## src/rtl/zports_pkg.sv

```systemverilog
// zports_pkg: shared definitions for the ZX-bus port register file.
// - Register indices and bit positions of the CTRL/STAT registers.
// - Default reset pulse length and synchroniser depth.
// - CTRL register storage type and the STAT next-state helper.
package zports_pkg;

  // Register indices on ports_addr
  localparam logic [1:0] REG_UNUSED = 2'd0;
  localparam logic [1:0] REG_CTRL   = 2'd1;
  localparam logic [1:0] REG_MASK   = 2'd2;
  localparam logic [1:0] REG_STAT   = 2'd3;

  // CTRL bit positions
  localparam int CTRL_WIN_LSB = 0;
  localparam int CTRL_WIN_MSB = 1;
  localparam int CTRL_ROMENA  = 2;
  localparam int CTRL_W5PORTS = 3;
  localparam int CTRL_SLRST   = 4;
  localparam int CTRL_W5RST   = 5;
  localparam int CTRL_INTENA  = 7;

  // STAT / MASK bit positions
  localparam int STAT_W5    = 0;
  localparam int STAT_SL    = 1;
  localparam int STAT_W5RAW = 4;
  localparam int STAT_SLRAW = 5;

  // Defaults
  localparam logic [15:0] RST_CYCLES_DEF = 16'd200;
  localparam int          SYNC_LEN_DEF   = 2;

  // Stored CTRL bits (the reset-start bits are pulses, not storage)
  typedef struct packed {
    logic       int_ena;
    logic       w5300_ports;
    logic       rommap_ena;
    logic [1:0] rommap_win;
  } ctrl_t;

  // Next value of one sticky STAT bit: a busy chip forces 0, an active
  // interrupt level sets, and setting wins over a simultaneous W1C.
  function automatic logic stat_bit_next(input logic cur,
                                         input logic busy,
                                         input logic active,
                                         input logic clear);
    logic nxt;
    if (busy) begin
      nxt = 1'b0;
    end else if (active) begin
      nxt = 1'b1;
    end else if (clear) begin
      nxt = 1'b0;
    end else begin
      nxt = cur;
    end
    return nxt;
  endfunction

endpackage

```

## src/rtl/zports_rstgen.sv

```systemverilog
// zports_rstgen: reset pulse generator for one peripheral chip.
// - start   : one-cycle request; (re)loads the counter, so a request while
//             busy extends the pulse.
// - chip_rst_n : registered active-low reset, low for exactly RST_CYCLES
//             cycles after the cycle carrying start.
// - busy    : high while chip_rst_n is low.
// After rst_n releases the counter is already loaded, so the chip is held in
// reset for RST_CYCLES cycles.
module zports_rstgen
  import zports_pkg::*;
#(
  parameter logic [15:0] RST_CYCLES = RST_CYCLES_DEF
) (
  input  logic fclk,
  input  logic rst_n,
  input  logic start,
  output logic chip_rst_n,
  output logic busy
);

  logic [15:0] cnt_r;
  logic [15:0] cnt_nxt_s;
  logic        chip_rst_n_r;

  // Counter next state: reload on start, otherwise count down to zero
  always_comb begin
    cnt_nxt_s = cnt_r;
    if (start) begin
      cnt_nxt_s = RST_CYCLES;
    end else if (cnt_r != 16'd0) begin
      cnt_nxt_s = cnt_r - 16'd1;
    end else begin
      cnt_nxt_s = cnt_r;
    end
  end

  // Counter and output register; output derived from the next count so the
  // pulse starts in the cycle after start
  always_ff @(posedge fclk or negedge rst_n) begin
    if (!rst_n) begin
      cnt_r        <= RST_CYCLES;
      chip_rst_n_r <= (RST_CYCLES == 16'd0);
    end else begin
      cnt_r        <= cnt_nxt_s;
      chip_rst_n_r <= (cnt_nxt_s == 16'd0);
    end
  end

  assign chip_rst_n = chip_rst_n_r;
  assign busy       = ~chip_rst_n_r;

endmodule

```

## src/rtl/zports.sv

```systemverilog
// zports: register file behind the ZX-bus decoder.
// Ports:
// - fclk, rst_n          : system clock, async active-low reset
// - ports_wrena          : write is addressed to this block
// - ports_wrstb_n        : async Z80 write strobe (low while IORQ&WR)
// - ports_addr/wrdata    : register index / write data
// - ports_rddata         : combinational read mux of ports_addr
// - rommap_win/ena       : w5300 memory-mapped window and enable
// - w5300_ports          : IO port select (1 = w5300, 0 = sl811)
// - w5300_rst_n/sl811_rst_n : chip reset pulses
// - w5300_int_n/sl811_intrq : async chip interrupts
// - int_n                : Z80 interrupt request
// Writes are captured in the fclk domain: the strobe is synchronised, the
// bus is sampled while the synchronised strobe is low, and the last sample
// commits on the synchronised rising edge.
module zports
  import zports_pkg::*;
#(
  parameter logic [15:0] RST_CYCLES = RST_CYCLES_DEF,
  parameter int          SYNC_LEN   = SYNC_LEN_DEF
) (
  input  logic       fclk,
  input  logic       rst_n,
  input  logic       ports_wrena,
  input  logic       ports_wrstb_n,
  input  logic [1:0] ports_addr,
  input  logic [7:0] ports_wrdata,
  output logic [7:0] ports_rddata,
  output logic [1:0] rommap_win,
  output logic       rommap_ena,
  output logic       w5300_ports,
  output logic       w5300_rst_n,
  output logic       sl811_rst_n,
  input  logic       w5300_int_n,
  input  logic       sl811_intrq,
  output logic       int_n
);

  logic [SYNC_LEN-1:0] wrstb_sync_r;
  logic                strobe_s;
  logic                strobe_d_r;
  logic [1:0]          smp_addr_r;
  logic [7:0]          smp_data_r;
  logic                smp_wrena_r;
  logic                commit_s;
  logic                wr_ctrl_s;
  logic                wr_mask_s;
  logic                wr_stat_s;

  logic [SYNC_LEN-1:0] w5_sync_r;
  logic [SYNC_LEN-1:0] sl_sync_r;
  logic                w5_lvl_s;
  logic                sl_lvl_s;

  ctrl_t               ctrl_r;
  logic [1:0]          mask_r;
  logic [1:0]          stat_r;
  logic [1:0]          stat_nxt_s;
  logic [1:0]          stat_w1c_s;
  logic                int_n_r;

  logic                w5_busy_s;
  logic                sl_busy_s;
  logic                w5_start_s;
  logic                sl_start_s;
  logic                unused_s;

  // Strobe synchroniser plus edge-detect flop; idle level is high
  always_ff @(posedge fclk or negedge rst_n) begin
    if (!rst_n) begin
      wrstb_sync_r <= {SYNC_LEN{1'b1}};
      strobe_d_r   <= 1'b1;
    end else begin
      wrstb_sync_r <= {wrstb_sync_r[SYNC_LEN-2:0], ports_wrstb_n};
      strobe_d_r   <= strobe_s;
    end
  end

  assign strobe_s = wrstb_sync_r[SYNC_LEN-1];

  // Bus sampling while the synchronised strobe is low; the last sample is
  // what commits, so the bus only has to be stable during the low phase
  always_ff @(posedge fclk or negedge rst_n) begin
    if (!rst_n) begin
      smp_addr_r  <= 2'd0;
      smp_data_r  <= 8'd0;
      smp_wrena_r <= 1'b0;
    end else if (!strobe_s) begin
      smp_addr_r  <= ports_addr;
      smp_data_r  <= ports_wrdata;
      smp_wrena_r <= ports_wrena;
    end else begin
      smp_addr_r  <= smp_addr_r;
      smp_data_r  <= smp_data_r;
      smp_wrena_r <= smp_wrena_r;
    end
  end

  // A rising synchronised edge implies at least one low cycle, hence a
  // valid sample, so each strobe low period yields at most one commit
  assign commit_s  = strobe_s & ~strobe_d_r & smp_wrena_r;
  assign wr_ctrl_s = commit_s & (smp_addr_r == REG_CTRL);
  assign wr_mask_s = commit_s & (smp_addr_r == REG_MASK);
  assign wr_stat_s = commit_s & (smp_addr_r == REG_STAT);

  assign w5_start_s = wr_ctrl_s & smp_data_r[CTRL_W5RST];
  assign sl_start_s = wr_ctrl_s & smp_data_r[CTRL_SLRST];
  assign stat_w1c_s = {2{wr_stat_s}} & smp_data_r[1:0];

  // Data bit 6 has no storage anywhere in the map
  assign unused_s = smp_data_r[6];

  // CTRL and MASK storage
  always_ff @(posedge fclk or negedge rst_n) begin
    if (!rst_n) begin
      ctrl_r <= 5'b0_0000;
      mask_r <= 2'b00;
    end else begin
      if (wr_ctrl_s) begin
        ctrl_r.rommap_win  <= smp_data_r[CTRL_WIN_MSB:CTRL_WIN_LSB];
        ctrl_r.rommap_ena  <= smp_data_r[CTRL_ROMENA];
        ctrl_r.w5300_ports <= smp_data_r[CTRL_W5PORTS];
        ctrl_r.int_ena     <= smp_data_r[CTRL_INTENA];
      end else begin
        ctrl_r <= ctrl_r;
      end
      if (wr_mask_s) begin
        mask_r <= smp_data_r[1:0];
      end else begin
        mask_r <= mask_r;
      end
    end
  end

  // Interrupt synchronisers; each resets to its inactive level
  always_ff @(posedge fclk or negedge rst_n) begin
    if (!rst_n) begin
      w5_sync_r <= {SYNC_LEN{1'b1}};
      sl_sync_r <= {SYNC_LEN{1'b0}};
    end else begin
      w5_sync_r <= {w5_sync_r[SYNC_LEN-2:0], w5300_int_n};
      sl_sync_r <= {sl_sync_r[SYNC_LEN-2:0], sl811_intrq};
    end
  end

  assign w5_lvl_s = w5_sync_r[SYNC_LEN-1];
  assign sl_lvl_s = sl_sync_r[SYNC_LEN-1];

  // STAT next state: level-sticky set, W1C, cleared while the chip is reset
  always_comb begin
    stat_nxt_s          = stat_r;
    stat_nxt_s[STAT_W5] = stat_bit_next(stat_r[STAT_W5], w5_busy_s, ~w5_lvl_s,
                                        stat_w1c_s[STAT_W5]);
    stat_nxt_s[STAT_SL] = stat_bit_next(stat_r[STAT_SL], sl_busy_s, sl_lvl_s,
                                        stat_w1c_s[STAT_SL]);
  end

  // STAT register and the interrupt request, which follows STAT by a cycle
  always_ff @(posedge fclk or negedge rst_n) begin
    if (!rst_n) begin
      stat_r  <= 2'b00;
      int_n_r <= 1'b1;
    end else begin
      stat_r  <= stat_nxt_s;
      int_n_r <= ~(ctrl_r.int_ena & (|(stat_r & mask_r)));
    end
  end

  zports_rstgen #(.RST_CYCLES(RST_CYCLES)) u_w5300_rst (
    .fclk       (fclk),
    .rst_n      (rst_n),
    .start      (w5_start_s),
    .chip_rst_n (w5300_rst_n),
    .busy       (w5_busy_s)
  );

  zports_rstgen #(.RST_CYCLES(RST_CYCLES)) u_sl811_rst (
    .fclk       (fclk),
    .rst_n      (rst_n),
    .start      (sl_start_s),
    .chip_rst_n (sl811_rst_n),
    .busy       (sl_busy_s)
  );

  // Read mux; reads have no side effects
  always_comb begin
    ports_rddata = 8'hFF;
    case (ports_addr)
      REG_CTRL: ports_rddata = {ctrl_r.int_ena, 1'b0, w5_busy_s, sl_busy_s,
                                ctrl_r.w5300_ports, ctrl_r.rommap_ena,
                                ctrl_r.rommap_win};
      REG_MASK: ports_rddata = {6'b00_0000, mask_r};
      REG_STAT: ports_rddata = {2'b00, sl_lvl_s, w5_lvl_s, 2'b00, stat_r};
      default:  ports_rddata = 8'hFF;
    endcase
  end

  assign rommap_win  = ctrl_r.rommap_win;
  assign rommap_ena  = ctrl_r.rommap_ena;
  assign w5300_ports = ctrl_r.w5300_ports;
  assign int_n       = int_n_r;

endmodule

```

## config.mk

```make
export PLATFORM = sky130hd
export DESIGN_NAME = zports
export DESIGN_NICKNAME = d
export VERILOG_FILES = /design/src/rtl/zports_pkg.sv /design/src/rtl/zports_rstgen.sv /design/src/rtl/zports.sv
export SDC_FILE = /design/constraint.sdc
export NUM_CORES = 1
export LEC_CHECK = 0
export BUFFER_PORTS_ARGS = -buffer_cell sky130_fd_sc_hd__buf_2
export CORE_MARGIN = 1.5
export CORE_UTILIZATION = 53
export CTS_CLUSTER_SIZE = 8
export DETAILED_ROUTE_END_ITERATION = 6
export PLACE_DENSITY = 0.73
export RECOVER_POWER = 50
export SLEW_MARGIN = 20
export SYNTH_ARGS = -nofsm -noshare
export SYNTH_HDL_FRONTEND = slang
export SYNTH_SLANG_ARGS = --single-unit
```

## constraint.sdc

```tcl
create_clock -name fclk -period 2.3 [get_ports fclk]
set_input_delay 0.46 -clock fclk [delete_from_list [all_inputs] [get_ports fclk]]
set_output_delay 0.46 -clock fclk [all_outputs]
set_load 0.01 [all_outputs]
```

Word level (Yosys, flattened, before mapping)

Index checks and enable logic that the tools add are counted.

Add/subtract/negate cells: 2
Equal/unequal tests: 8
Mux-type cells: 11
Bitwise gates (word level): 14
Reduce and logical (&&, ||, !) cells: 5

Operators with widths:

| kind                                                | number |
|---|---|
| two-way mux 16 bit                                  | 4 |
| logical NOT 16 bit                                  | 2 |
| nonzero test 16 bit                                 | 2 |
| subtractor 16 x 1 -> 16 bit (second input constant) | 2 |
| one-hot mux 8 bit (3 select lines)                  | 1 |
| AND 1 bit                                           | 8 |
| == test 2 bit (second input constant)               | 4 |
| two-way mux 1 bit                                   | 6 |
| != test 3 bit (second input constant)               | 2 |
| AND 2 bit                                           | 2 |
| == test 2 x 1 -> 1 bit (second input constant)      | 2 |
| NOT 1 bit                                           | 4 |
| OR reduction 2 bit                                  | 1 |

Flip-flop bits (word level): 62
Input bits: 16
Output and inout port bits: 15
Word-level logic and storage cells: 59

Depth between registers and ports, before layout

Gate-level depths: netlist of the first run.

Depth in word-level cells: 8
Mapped depth: 9
Mapped depth without buffers: 8

Modules after synthesis

Synthesis of the first run repeated with hierarchy kept, for this count alone.

Cells, all modules: 311
Area total of the unflattened synthesis: 3218.1 µm²

Modules (own cells, without submodules):

| module                       | instances | cells each | area an instance (µm²) | seq. area each (µm²) |
|---|---|---|---|---|
| zports_rstgen at u_w5300_rst | 1         | 118        | 1107.3                 | 429.2 |
| zports                       | 1         | 86         | 1101.1                 | 683.2 |
| zports_rstgen at u_sl811_rst | 1         | 107        | 1009.7                 | 429.2 |

Worst setup path before layout of the first run

Ideal clock, no wire load.

Path kind: register -> register
Start point: register u_w5300_rst.cnt_r[7]
End point: register u_w5300_rst.chip_rst_n_r, in the netlist u_w5300_rst.chip_rst_n
Setup time: 0.101 ns
Arrival time: 2.363 ns
Data required time: 2.199 ns
Slack: -0.164 ns
Cell stages (with the launch flop): 8
Path buffers: 1
Period minus slack after synthesis: 2.464 ns
Path through: dfstp_2 -> or4_1 -> clkbuf_1 -> or2_2 -> or4b_1 -> xor2_1 -> nand4b_1 -> nor4_1

Word-level cells in the longest chain between the ends: 4
Elaborated cells between the ends (all ways): 5
Classes of those cells: add/sub: 1; mux: 2; reduce/logical: 2

Ends and longest elaborated chain:

| item                                                                      | RTL line                                 | RTL |
|---|---|---|
| start, declared                                                           | zports_rstgen.sv:21                      | `logic [15:0] cnt_r;` |
| start signal, assigned                                                    | zports_rstgen.sv:44                      | `cnt_r <= cnt_nxt_s;` |
| subtractor 16 x 1 -> 16 bit / nonzero test 16 bit (equally long branches) | zports_rstgen.sv:31, zports_rstgen.sv:30 |  |
| two-way mux 16 bit *                                                      | zports_rstgen.sv:30                      | `end else if (cnt_r != 16'd0) begin` |
| two-way mux 16 bit *                                                      | zports_rstgen.sv:28                      | `if (start) begin` |
| logical NOT 16 bit *                                                      | zports_rstgen.sv:45                      | `chip_rst_n_r <= (cnt_nxt_s == 16'd0);` |
| end signal, assigned                                                      | zports_rstgen.sv:42                      | `chip_rst_n_r <= (RST_CYCLES == 16'd0);` |
| end signal, assigned                                                      | zports_rstgen.sv:45                      |  |
| end, declared                                                             | zports_rstgen.sv:23                      | `logic chip_rst_n_r;` |

Every way passes the cells marked *; elsewhere a longest branch is shown, timed or not.
A chain may end at the register's enable or synchronous reset.

Final worst setup path of the first run

Start point: register u_sl811_rst.cnt_r[0]
End point: register u_sl811_rst.chip_rst_n_r, in the netlist u_sl811_rst.chip_rst_n

Word-level cells in the longest chain between the ends: 4
Elaborated cells between the ends (all ways): 5
Classes of those cells: add/sub: 1; mux: 2; reduce/logical: 2

Ends and longest elaborated chain:

| item                                                                      | RTL line                                 | RTL |
|---|---|---|
| start, declared                                                           | zports_rstgen.sv:21                      |  |
| start signal, assigned                                                    | zports_rstgen.sv:44                      |  |
| subtractor 16 x 1 -> 16 bit / nonzero test 16 bit (equally long branches) | zports_rstgen.sv:31, zports_rstgen.sv:30 |  |
| two-way mux 16 bit *                                                      | zports_rstgen.sv:30                      |  |
| two-way mux 16 bit *                                                      | zports_rstgen.sv:28                      |  |
| via u_sl811_rst.cnt_nxt_s[6]                                              | zports_rstgen.sv:22                      | `logic [15:0] cnt_nxt_s;` |
| logical NOT 16 bit *                                                      | zports_rstgen.sv:45                      |  |
| end signal, assigned                                                      | zports_rstgen.sv:42                      |  |
| end signal, assigned                                                      | zports_rstgen.sv:45                      |  |
| end, declared                                                             | zports_rstgen.sv:23                      |  |

The timed path passes the listed nets; every way through them passes the cells marked *.

==> flow_metrics.py, run 1 <==
metrics = {
    "outcome": {
        "outcome": "finished, violations left",
        "violations": "negative setup slack",
    },
    "global_route": {
        "grt_pass1_vias": 2632,
        "grt_max_degree": 37,
        "grt_use_total": 0.251,
        "grt_remaining_overflow": 0,
        "antenna_found_initial": 0,
        "grt_pass1_wl_um": 12200,
    },
    "die": {
        "die_h_um": 79.5,
        "die_w_um": 79.5,
        "ios": 31,
        "start_util": 0.556,
        "rows": 27,
        "coreArea_um2": 5570,
        "dieArea_um2": 6320,
    },
    "logic_synthesis": {
        "ys_warn_count": 0,
        "async_flop_share": 1.00,
        "synthTopCellsByCount": "dfrtp_1 (49), nor2_1 (41), nand2_1 (23)",
        "yosys-top-cells-area": "dfrtp_1 (40%), dfstp_2 (10%), mux2_2 (5.1%)",
        "synth-edff-count": 0,
        "synth.distinct_cells": 53,
        "syn_avg_cell_area_um2": 10.1,
        "synth_area_um2": 3100,
        "syn_nets": 327,
        "syn_inst": 307,
        "synth_flop_cell": "dfrtp_1",
        "yosysSeqAreaShare": 0.497,
        "ys_ff_latch": 61,
        "post-synth-top-area-fraction": 0.396,
        "synth_largest_area_cell": "dfrtp_1",
        "synth_most_common_cell": "dfrtp_1",
    },
    "timing": {
        "worstMarginPinSlew_ns": 1.30,
        "fin_setup_tns_ns": -0.178,
        "hold_viol": 0,
        "fmax_ghz": 0.419,
        "timing.final.ws_setup_ns": -0.0894,
        "finalCritPeriodShare": 1.04,
        "slew_headroom": 0.131,
        "rsz0062_at_grt": "yes",
        "clock_skew_ns": 0.00856,
        "fin_crit_ns": 2.39,
        "report.final.slew_viol_count": 0,
        "setup_viol": 2,
    },
    "finish": {
        "regArea_um2": 1540,
        "n_antenna_cell": 0,
        "multiInputGateArea_um2": 1630,
        "final_net_count": 434,
        "drive_gt1_frac": 0.453,
        "fin_cells": 491,
        "syn_to_final_growth_pct": 36.1,
        "fillers": 356,
    },
    "place": {
        "dp_hpwl_um": 5130,
        "portBuffers": 29,
        "dp_cells": 465,
        "gp_congestion": 0.942,
    },
    "clock_tree": {
        "cts_sinks": 61,
        "htree_levels": 3,
        "cts_root_buf": "clkbuf_8",
        "cts_hold_buf": 0,
        "cts_tree": "done",
        "path_clk_slew_ns": 0.07,
        "clk_path_buf_depth": 2,
        "cts_made_buffers": 9,
        "insertion_delay_ns": 0.34,
    },
    "pwr": {
        "powerDensity_nw_per_um2": 1220,
        "peakVddDrop_mv": 0.702,
        "power.leakage_nw": 1.88,
    },
    "routing": {
        "drtAntennaViolNets": 0,
        "vias": 2696,
        "firstDrtPassIters": 4,
        "vias_per_cell": 5.49,
        "wl_um": 7390,
        "wl_per_cell_um": 15.1,
        "drc": 0,
        "drt_first_iter_violations": 178,
    },
    "worst_setup_path": {
        "crit_path_max_fanout": 3,
        "start_kind": "register",
        "required_ns": 2.54,
        "cp-end-kind": "register",
        "arrival_ns": 2.63,
        "worstSetupPathType": "register to register",
    },
    "worst_hold_path": {
        "hp-class": "primary input to register",
    },
    "run": {
        "drv_cap": 0,
    },
}
==> final cells by class <==
| type | count | share of cell area |
|---|---|---|
| Clock buffer | 10 | 0.0326 |
| Timing Repair Buffer | 109 | 0.175 |
| Multi-Input combinational cell | 221 | 0.385 |
| Inverter | 12 | 0.0107 |
| Clock inverter | 6 | 0.00920 |
| Tap cell | 72 | 0.0214 |
| Sequential cell | 61 | 0.366 |
==> state kept, by name, indices dropped and copies added, names as in the netlist, 2 cells and up <==
| signal | flops |
|---|---|
| smp_addr_r | 2 |
| mask_r | 2 |
| stat_r | 2 |
| u_sl811_rst.cnt_r | 16 |
| w5_sync_r | 2 |
| wrstb_sync_r | 2 |
| smp_data_r | 7 |
| u_w5300_rst.cnt_r | 16 |
| sl_sync_r | 2 |
| rommap_win | 2 |
==> worst max-delay path, cell delays in order (launching register included) <==
cell and delay, ns:
dfrtp_1 0.38, inv_2 0.09, ha_4 0.13, or4b_4 0.50, nor3_4 0.14, a31oi_1 0.10
a211o_1 0.31, or4b_4 0.50, nor4_4 0.13
==> path summary, 6_finish.rpt <==
check | slack (ns) | start | cells past startpoint | end
worst max-delay path | -0.09 | u_sl811_rst.cnt_r[0]$_DFF_PN0_ | 8 | u_sl811_rst.chip_rst_n$_DFF_PN0_
max in group asynchronous | 0.41 | rst_n | 2 | u_w5300_rst.cnt_r[13]$_DFF_PN0_
min in group asynchronous | 0.39 | rst_n | 1 | u_sl811_rst.cnt_r[11]$_DFF_PN0_
worst min register to register | 0.35 | sl_sync_r[0]$_DFF_PN0_ | 0 | sl_sync_r[1]$_DFF_PN0_
worst min-delay path | 0.22 | ports_wrstb_n | 1 | wrstb_sync_r[0]$_DFF_PN1_
worst max register to register | -0.09 | u_sl811_rst.cnt_r[0]$_DFF_PN0_ | 8 | u_sl811_rst.chip_rst_n$_DFF_PN0_
==> cell families (layout without fill, tap and decap cells) <==
kind of cell | after synthesis | after routing | share of synthesized area
AND/OR/NAND/NOR | 133 | 133 | 0.239
flip-flops | 61 | 61 | 0.497
AO/OA/AOI/OAI | 46 | 46 | 0.0896
buffers and inverters | 25 | 137 | 0.0355
multiplexers | 21 | 21 | 0.0735
XOR/XNOR | 16 | 16 | 0.0452
adder cells (fa/ha/maj) | 5 | 5 | 0.0194
==> report_power, final <==
part	internal, W	switching [W]	total [W]	leakage [nW]
Sequential	0.00146	0.000291	0.00175	0.742
Clock	0.000415	0.000424	0.000839	0.0880
Combinational	0.00134	0.00122	0.00256	1.05
==> per-layer routing <==
metal	up-vias	track usage	wire length, um
li1	1294	-	-
met1	1314	0.340	3430
met2	77	0.395	3510
met3	11	0.0583	368
met4	0	0.0877	83
met5	-	0	0
==> placed cells by master (no fill, tap or decap), drive strengths merged, types with 6 or more instances in the layout <==
cell / n
a21oi: 18
or4: 6
o21ai: 12
nor3: 13
buf: 106
mux2i: 7
dfrtp: 49
xnor2: 12
nand2: 23
inv: 12
nor2: 41
mux2: 14
clkbuf: 13
dfstp: 12
nor4: 11
==> repair_timing <==
action,4_1_cts,5_1_grt
setup endpoints to repair,3,8
pin swaps,3,3
setup buffers,6,4
resized for setup,12,19
==> metrics by stage <==
step	utilization	total power (W)	area [um^2]	setup WS, ns	hold WS (ns)
2_1_floorplan	-	0.00291	3110	-0.0760	0.164
3_3_place_gp	0.685	0.00384	3820	-0.157	0.334
3_5_place_dp	0.685	0.00392	3820	-0.158	0.336
4_1_cts	0.735	0.00494	4100	-0.102	0.125
5_1_grt	0.756	0.00551	4220	-0.219	0.198
6_report	0.756	0.00515	4220	-0.0894	0.218
No activity file was read; power rests on OpenSTA's default activity.
==> inputs of run 2 (changes only) <==
--- a/config.mk
+++ b/config.mk
@@ -7,11 +7,13 @@
 export LEC_CHECK = 0
 export BUFFER_PORTS_ARGS = -buffer_cell sky130_fd_sc_hd__buf_2
 export CORE_MARGIN = 1.5
-export CORE_UTILIZATION = 53
+export CORE_UTILIZATION = 55
+export CTS_BUF_LIST = sky130_fd_sc_hd__clkbuf_4 sky130_fd_sc_hd__clkbuf_8
 export CTS_CLUSTER_SIZE = 8
 export DETAILED_ROUTE_END_ITERATION = 6
-export PLACE_DENSITY = 0.73
+export PLACE_DENSITY = 0.75
 export RECOVER_POWER = 50
+export SETUP_SLACK_MARGIN = 0.4
 export SLEW_MARGIN = 20
 export SYNTH_ARGS = -nofsm -noshare
 export SYNTH_HDL_FRONTEND = slang
==> flow_metrics.py, run 2 (synthesized netlist as in run 1, its figures left out) <==
metrics = {
    "outcome": {
        "outcome": "finished, violations left",
        "violations": "negative setup slack",
    },
    "finish": {
        "n_antenna_cell": 0,
        "layout_commonest_cell": "buf_4",
        "drive_gt1_frac": 0.599,
        "final_net_count": 459,
        "final_cell_mix": "buf_4 (69), dfrtp_1 (49), buf_6 (32)",
        "syn_to_final_growth_pct": 60.3,
        "fin_cells": 516,
        "reg_top3": "u_sl811_rst.cnt_r x16, u_w5300_rst.cnt_r x16, smp_data_r x7",
    },
    "routing": {
        "wl_um": 11800,
        "wl_per_cell_um": 22.9,
        "drt_first_iter_violations": 298,
        "drtAntennaViolNets": 0,
        "firstDrtPassIters": 5,
        "vias_per_cell": 6.26,
        "vias": 3229,
        "drc": 0,
    },
    "pwr": {
        "p_sw_w": 0.00264,
        "power.leakage_nw": 2.17,
        "peakVddDrop_mv": 0.950,
        "sw_frac_of_total": 0.395,
        "clockPowerShare": 0.184,
        "p_seq_frac": 0.275,
        "total_power_w": 0.00667,
        "power.internal_w": 0.00404,
        "powerDensity_nw_per_um2": 1340,
        "comb_power_share": 0.541,
    },
    "clock_tree": {
        "path_clk_slew_ns": 0.08,
        "cts_tree": "done",
        "clk_path_buf_depth": 2,
        "insertion_delay_ns": 0.36,
        "cts_made_buffers": 9,
        "htree_levels": 3,
        "cts_sinks": 61,
        "cts_root_buf": "clkbuf_8",
    },
    "timing": {
        "fmax_ghz": 0.398,
        "slew_headroom": 0.144,
        "finalCritPeriodShare": 1.09,
        "fin_crit_ns": 2.51,
        "setup_viol": 4,
        "rsz0062_at_grt": "yes",
        "timing.final.ws_setup_ns": -0.213,
        "hold_viol": 0,
        "hold_ws_ns": 0.208,
        "report.final.slew_viol_count": 0,
        "worstMarginPinSlew_ns": 1.28,
        "clock_skew_ns": 0.0117,
    },
    "run": {
        "drv_cap": 0,
    },
    "place": {
        "dp_hpwl_um": 5190,
        "place_ws_ns": -0.114,
        "portBuffers": 29,
        "dp_cells": 461,
        "gp_congestion": 0.915,
    },
    "die": {
        "start_util": 0.566,
        "die_w_um": 78.1,
        "dieArea_um2": 6090,
        "ios": 31,
        "coreArea_um2": 5470,
        "rows": 27,
        "die_h_um": 78.1,
    },
    "worst_hold_path": {
        "holdPathStages": 1,
        "hp-class": "primary input to register",
    },
    "worst_setup_path": {
        "rr_worst_depth": 8,
        "crit_path_max_fanout": 3,
        "arrival_ns": 2.77,
        "worstSetupPathType": "register to register",
        "required_ns": 2.55,
        "cp-end-kind": "register",
        "start_kind": "register",
    },
    "global_route": {
        "grt_use_total": 0.319,
        "grt_pass1_wl_um": 14700,
        "grt_remaining_overflow": 0,
        "grt_pass1_vias": 3002,
        "antenna_found_initial": 0,
        "grt_max_degree": 31,
    },
}
## run 2: cell count changes in the layout (fill, tap and decap cells not counted), sizes merged
cell      previous run  this run
clkbuf              13        15
clkinv               4         1
bufinv               0         3
buf                106       131
clkinvlp             2         0
## run 2: final timing paths
kind / end / slack, ns / start
max: u_sl811_rst.chip_rst_n$_DFF_PN0_ / -0.21 / u_sl811_rst.cnt_r[1]$_DFF_PN0_
min in group asynchronous: rommap_win[0]$_DFFE_PN0P_ / 0.36 / rst_n
max reg2reg: u_sl811_rst.chip_rst_n$_DFF_PN0_ / -0.21 / u_sl811_rst.cnt_r[1]$_DFF_PN0_
min: wrstb_sync_r[0]$_DFF_PN1_ / 0.21 / ports_wrstb_n
max in group asynchronous: u_sl811_rst.chip_rst_n$_DFF_PN0_ / 0.53 / rst_n
min reg2reg: w5_sync_r[1]$_DFF_PN1_ / 0.37 / w5_sync_r[0]$_DFF_PN1_
## run 2: layout make-up
cell class                 count  area (um^2)
clock inverter                 4         95.1
multi-input combinational    221         1980
fill                         209          505
tap                           72         90.1
inverter                      12         45.0
clock buffer                  12          153
sequential                    61         1540
timing repair buffer         134         1070
## run 2: worst max-delay path, stage by stage (launching register included)
cell     delay (ns)
dfrtp_1        0.40
inv_2          0.09
ha_4           0.13
or4b_4         0.51
nor3_4         0.15
a31oi_1        0.14
a211o_1        0.30
or4b_4         0.52
nor4_4         0.16
## run 2: timing repair
action	in CTS	in global routing
pin swaps	24	25
hold buffers	0	0
resized for setup	73	54
setup endpoints to repair	29	33
setup buffers	16	23
## run 2: per-stage QoR
step | TNS, ns | utilization | cell area (um^2)
6_report | -0.546 | 0.908 | 4970
5_1_grt | -0.884 | 0.908 | 4970
4_1_cts | -0.0938 | 0.837 | 4580
3_5_place_dp | -0.226 | 0.708 | 3870
3_3_place_gp | -0.160 | 0.708 | 3870
2_1_floorplan | -0.118 | - | 3200
## run 2: power by group through the flow
| stage | Combinational, W | Clock (W) | Sequential [W] |
|---|---|---|---|
| floorplan | 0.00124 | 0 | 0.00179 |
| global placement | 0.00214 | 0 | 0.00172 |
| detailed placement | 0.00221 | 0 | 0.00174 |
| CTS | 0.00277 | 0.00119 | 0.00175 |
| global route | 0.00378 | 0.00128 | 0.00185 |
| finish | 0.00361 | 0.00123 | 0.00183 |
## run 2: layer usage
metal | track usage | routed length [um]
met5 | 0 | 0
met4 | 0.150 | 756
met3 | 0.0826 | 847
met2 | 0.548 | 5840
met1 | 0.374 | 4370
==> inputs of run 3 (changes only) <==
--- a/config.mk
+++ b/config.mk
@@ -6,7 +6,7 @@
 export NUM_CORES = 1
 export LEC_CHECK = 0
 export BUFFER_PORTS_ARGS = -buffer_cell sky130_fd_sc_hd__buf_2
-export CORE_MARGIN = 1.5
+export CORE_MARGIN = 8
 export CORE_UTILIZATION = 55
 export CTS_BUF_LIST = sky130_fd_sc_hd__clkbuf_4 sky130_fd_sc_hd__clkbuf_8
 export CTS_CLUSTER_SIZE = 8
==> flow_metrics.py, run 3 (synthesized netlist as in run 1, its figures left out) <==
metrics = {
    "global_route": {
        "grt_pass1_wl_um": 15700,
        "grt_max_degree": 24,
        "antenna_found_initial": 0,
        "grt_remaining_overflow": 0,
        "grt_pass1_vias": 3144,
        "grt_use_total": 0.239,
    },
    "die": {
        "coreArea_um2": 5470,
        "start_util": 0.566,
        "rows": 27,
        "ios": 31,
        "die_w_um": 91.1,
        "dieArea_um2": 8290,
        "die_h_um": 91.1,
    },
    "worst_hold_path": {
        "worstHoldStart": "w5300_int_n",
        "holdPathStages": 1,
        "hp-class": "primary input to register",
        "whs_endpoint": "w5_sync_r[0]$_DFF_PN1_",
    },
    "timing": {
        "clock_skew_ns": 0.0136,
        "fin_setup_tns_ns": -0.545,
        "fmax_ghz": 0.389,
        "finalCritPeriodShare": 1.12,
        "rsz0062_at_grt": "yes",
        "fin_crit_ns": 2.57,
        "timing.final.ws_setup_ns": -0.267,
        "setup_viol": 5,
        "hold_ws_ns": 0.198,
        "report.final.slew_viol_count": 0,
        "hold_viol": 0,
        "worstMarginPinSlew_ns": 1.16,
        "slew_headroom": 0.228,
    },
    "clock_tree": {
        "cts_tree": "done",
        "htree_levels": 3,
        "insertion_delay_ns": 0.36,
        "cts_made_buffers": 9,
        "cts_hold_buf": 0,
        "cts_sinks": 61,
        "cts_root_buf": "clkbuf_8",
        "path_clk_slew_ns": 0.07,
        "clk_path_buf_depth": 2,
    },
    "finish": {
        "reg_top3": "u_sl811_rst.cnt_r x16, u_w5300_rst.cnt_r x16, smp_data_r x7",
        "final_area_um2": 4810,
        "layout_commonest_cell": "buf_4",
        "syn_to_final_growth_pct": 55.2,
        "drive_gt1_frac": 0.585,
        "fillers": 222,
        "final_net_count": 449,
        "final_cell_mix": "buf_4 (67), dfrtp_1 (49), nor2_1 (32)",
        "postLayoutCoreUtil": 0.879,
        "n_antenna_cell": 0,
    },
    "routing": {
        "wl_um": 11100,
        "drt_first_iter_violations": 206,
        "drc": 0,
        "vias": 3108,
        "firstDrtPassIters": 4,
        "wl_per_cell_um": 22.0,
        "drtAntennaViolNets": 0,
        "vias_per_cell": 6.14,
    },
    "worst_setup_path": {
        "arrival_ns": 2.82,
        "cp-end-kind": "register",
        "worstSetupPathType": "register to register",
        "r2r_slack_ns": -0.27,
        "slowest_stage": "or4b_4",
        "r2r_start": "u_sl811_rst.cnt_r[1]$_DFF_PN0_",
        "r2r_end": "u_sl811_rst.chip_rst_n$_DFF_PN0_",
        "rr_worst_depth": 8,
        "slowest_delay_ns": 0.53,
        "crit_chain": "inv_2 -> ha_1 -> or4b_4 -> nor3_4 -> a31oi_1 -> a211o_1 -> or4b_4 -> nor4_2",
        "required_ns": 2.56,
        "crit_top_cell": "or4b_4",
        "start_kind": "register",
        "crit_path_max_fanout": 3,
    },
    "place": {
        "place_ws_ns": -0.127,
        "place_area_um2": 3850,
        "portBuffers": 29,
        "dp_hpwl_um": 5380,
        "gp_congestion": 0.896,
    },
    "pwr": {
        "peakVddDrop_mv": 1.11,
        "powerDensity_nw_per_um2": 1310,
        "power.leakage_nw": 2.09,
    },
    "outcome": {
        "outcome": "finished, violations left",
        "violations": "negative setup slack",
    },
    "run": {
        "drv_cap": 0,
    },
}
[run 3: cell types whose count changed in the layout (fill, tap and decap cells not counted), sizes merged]
cell / change
clkinv: +2
bufinv: -1
buf: -11
[run 3: worst max-delay path: cells and delay by family, from the launching register on]
kind | cells | cell delay, ns
DFF | 1 | 0.40
buffers and inverters | 1 | 0.08
and+or+nand+nor | 4 | 1.41
adders and majority gates | 1 | 0.14
AOI/OAI and AO/OA | 2 | 0.44
[run 3: stage by stage]
step | std cells | total power (W)
floorplan | 307 | 0.00303
detailed placement | 461 | 0.00395
finish | 506 | 0.00632
global placement | 461 | 0.00388
CTS | 496 | 0.00558
global route | 506 | 0.00656
[run 3: how the worst max path moves through the flow]
stage	start	to	slack, ns	cells past startpoint
floorplan	u_sl811_rst.cnt_r[0]$_DFF_PN0_	u_sl811_rst.chip_rst_n$_DFF_PN0_	-0.07	8
global placement	u_sl811_rst.cnt_r[0]$_DFF_PN0_	u_sl811_rst.chip_rst_n$_DFF_PN0_	-0.10	8
detailed placement	u_sl811_rst.cnt_r[0]$_DFF_PN0_	u_sl811_rst.chip_rst_n$_DFF_PN0_	-0.13	8
CTS	u_sl811_rst.cnt_r[0]$_DFF_PN0_	u_sl811_rst.chip_rst_n$_DFF_PN0_	-0.05	8
global route	u_sl811_rst.cnt_r[1]$_DFF_PN0_	u_sl811_rst.chip_rst_n$_DFF_PN0_	-0.26	8
finish	u_sl811_rst.cnt_r[1]$_DFF_PN0_	u_sl811_rst.chip_rst_n$_DFF_PN0_	-0.27	8
[run 3: where the power goes]
group / internal (W) / total, W / switching (W)
logic: 0.00169 / 0.00342 / 0.00173
registers: 0.00146 / 0.00183 / 0.000375
clock network: 0.000629 / 0.00107 / 0.000444
total: 0.00377 / 0.00632 / 0.00254
[run 3: layout make-up]
cell class,instances,area (um^2),area share
clock buffers,11,139,0.0289
clock inverters,5,75.1,0.0156
inverters,12,45.0,0.00937
multi-input cells,221,1980,0.411
flip-flops and latches,61,1540,0.320
well taps,72,90.1,0.0187
repair buffers,124,941,0.196
[run 3: what timing repair did]
action                                 4_1_cts  5_1_grt
endpoints found under the hold margin        0        0
buffers inserted                            19       10
pin swaps                                   21       22
setup endpoints to repair                   29       34
resized for setup                           73       45
[run 3: layer usage]
metal / global-route usage / up-vias / wire [um]
li1: - / 1323 / -
met1: 0.250 / 1534 / 3960
met2: 0.429 / 187 / 5650
met3: 0.0724 / 64 / 875
met4: 0.115 / 0 / 619
met5: 0 / - / 0
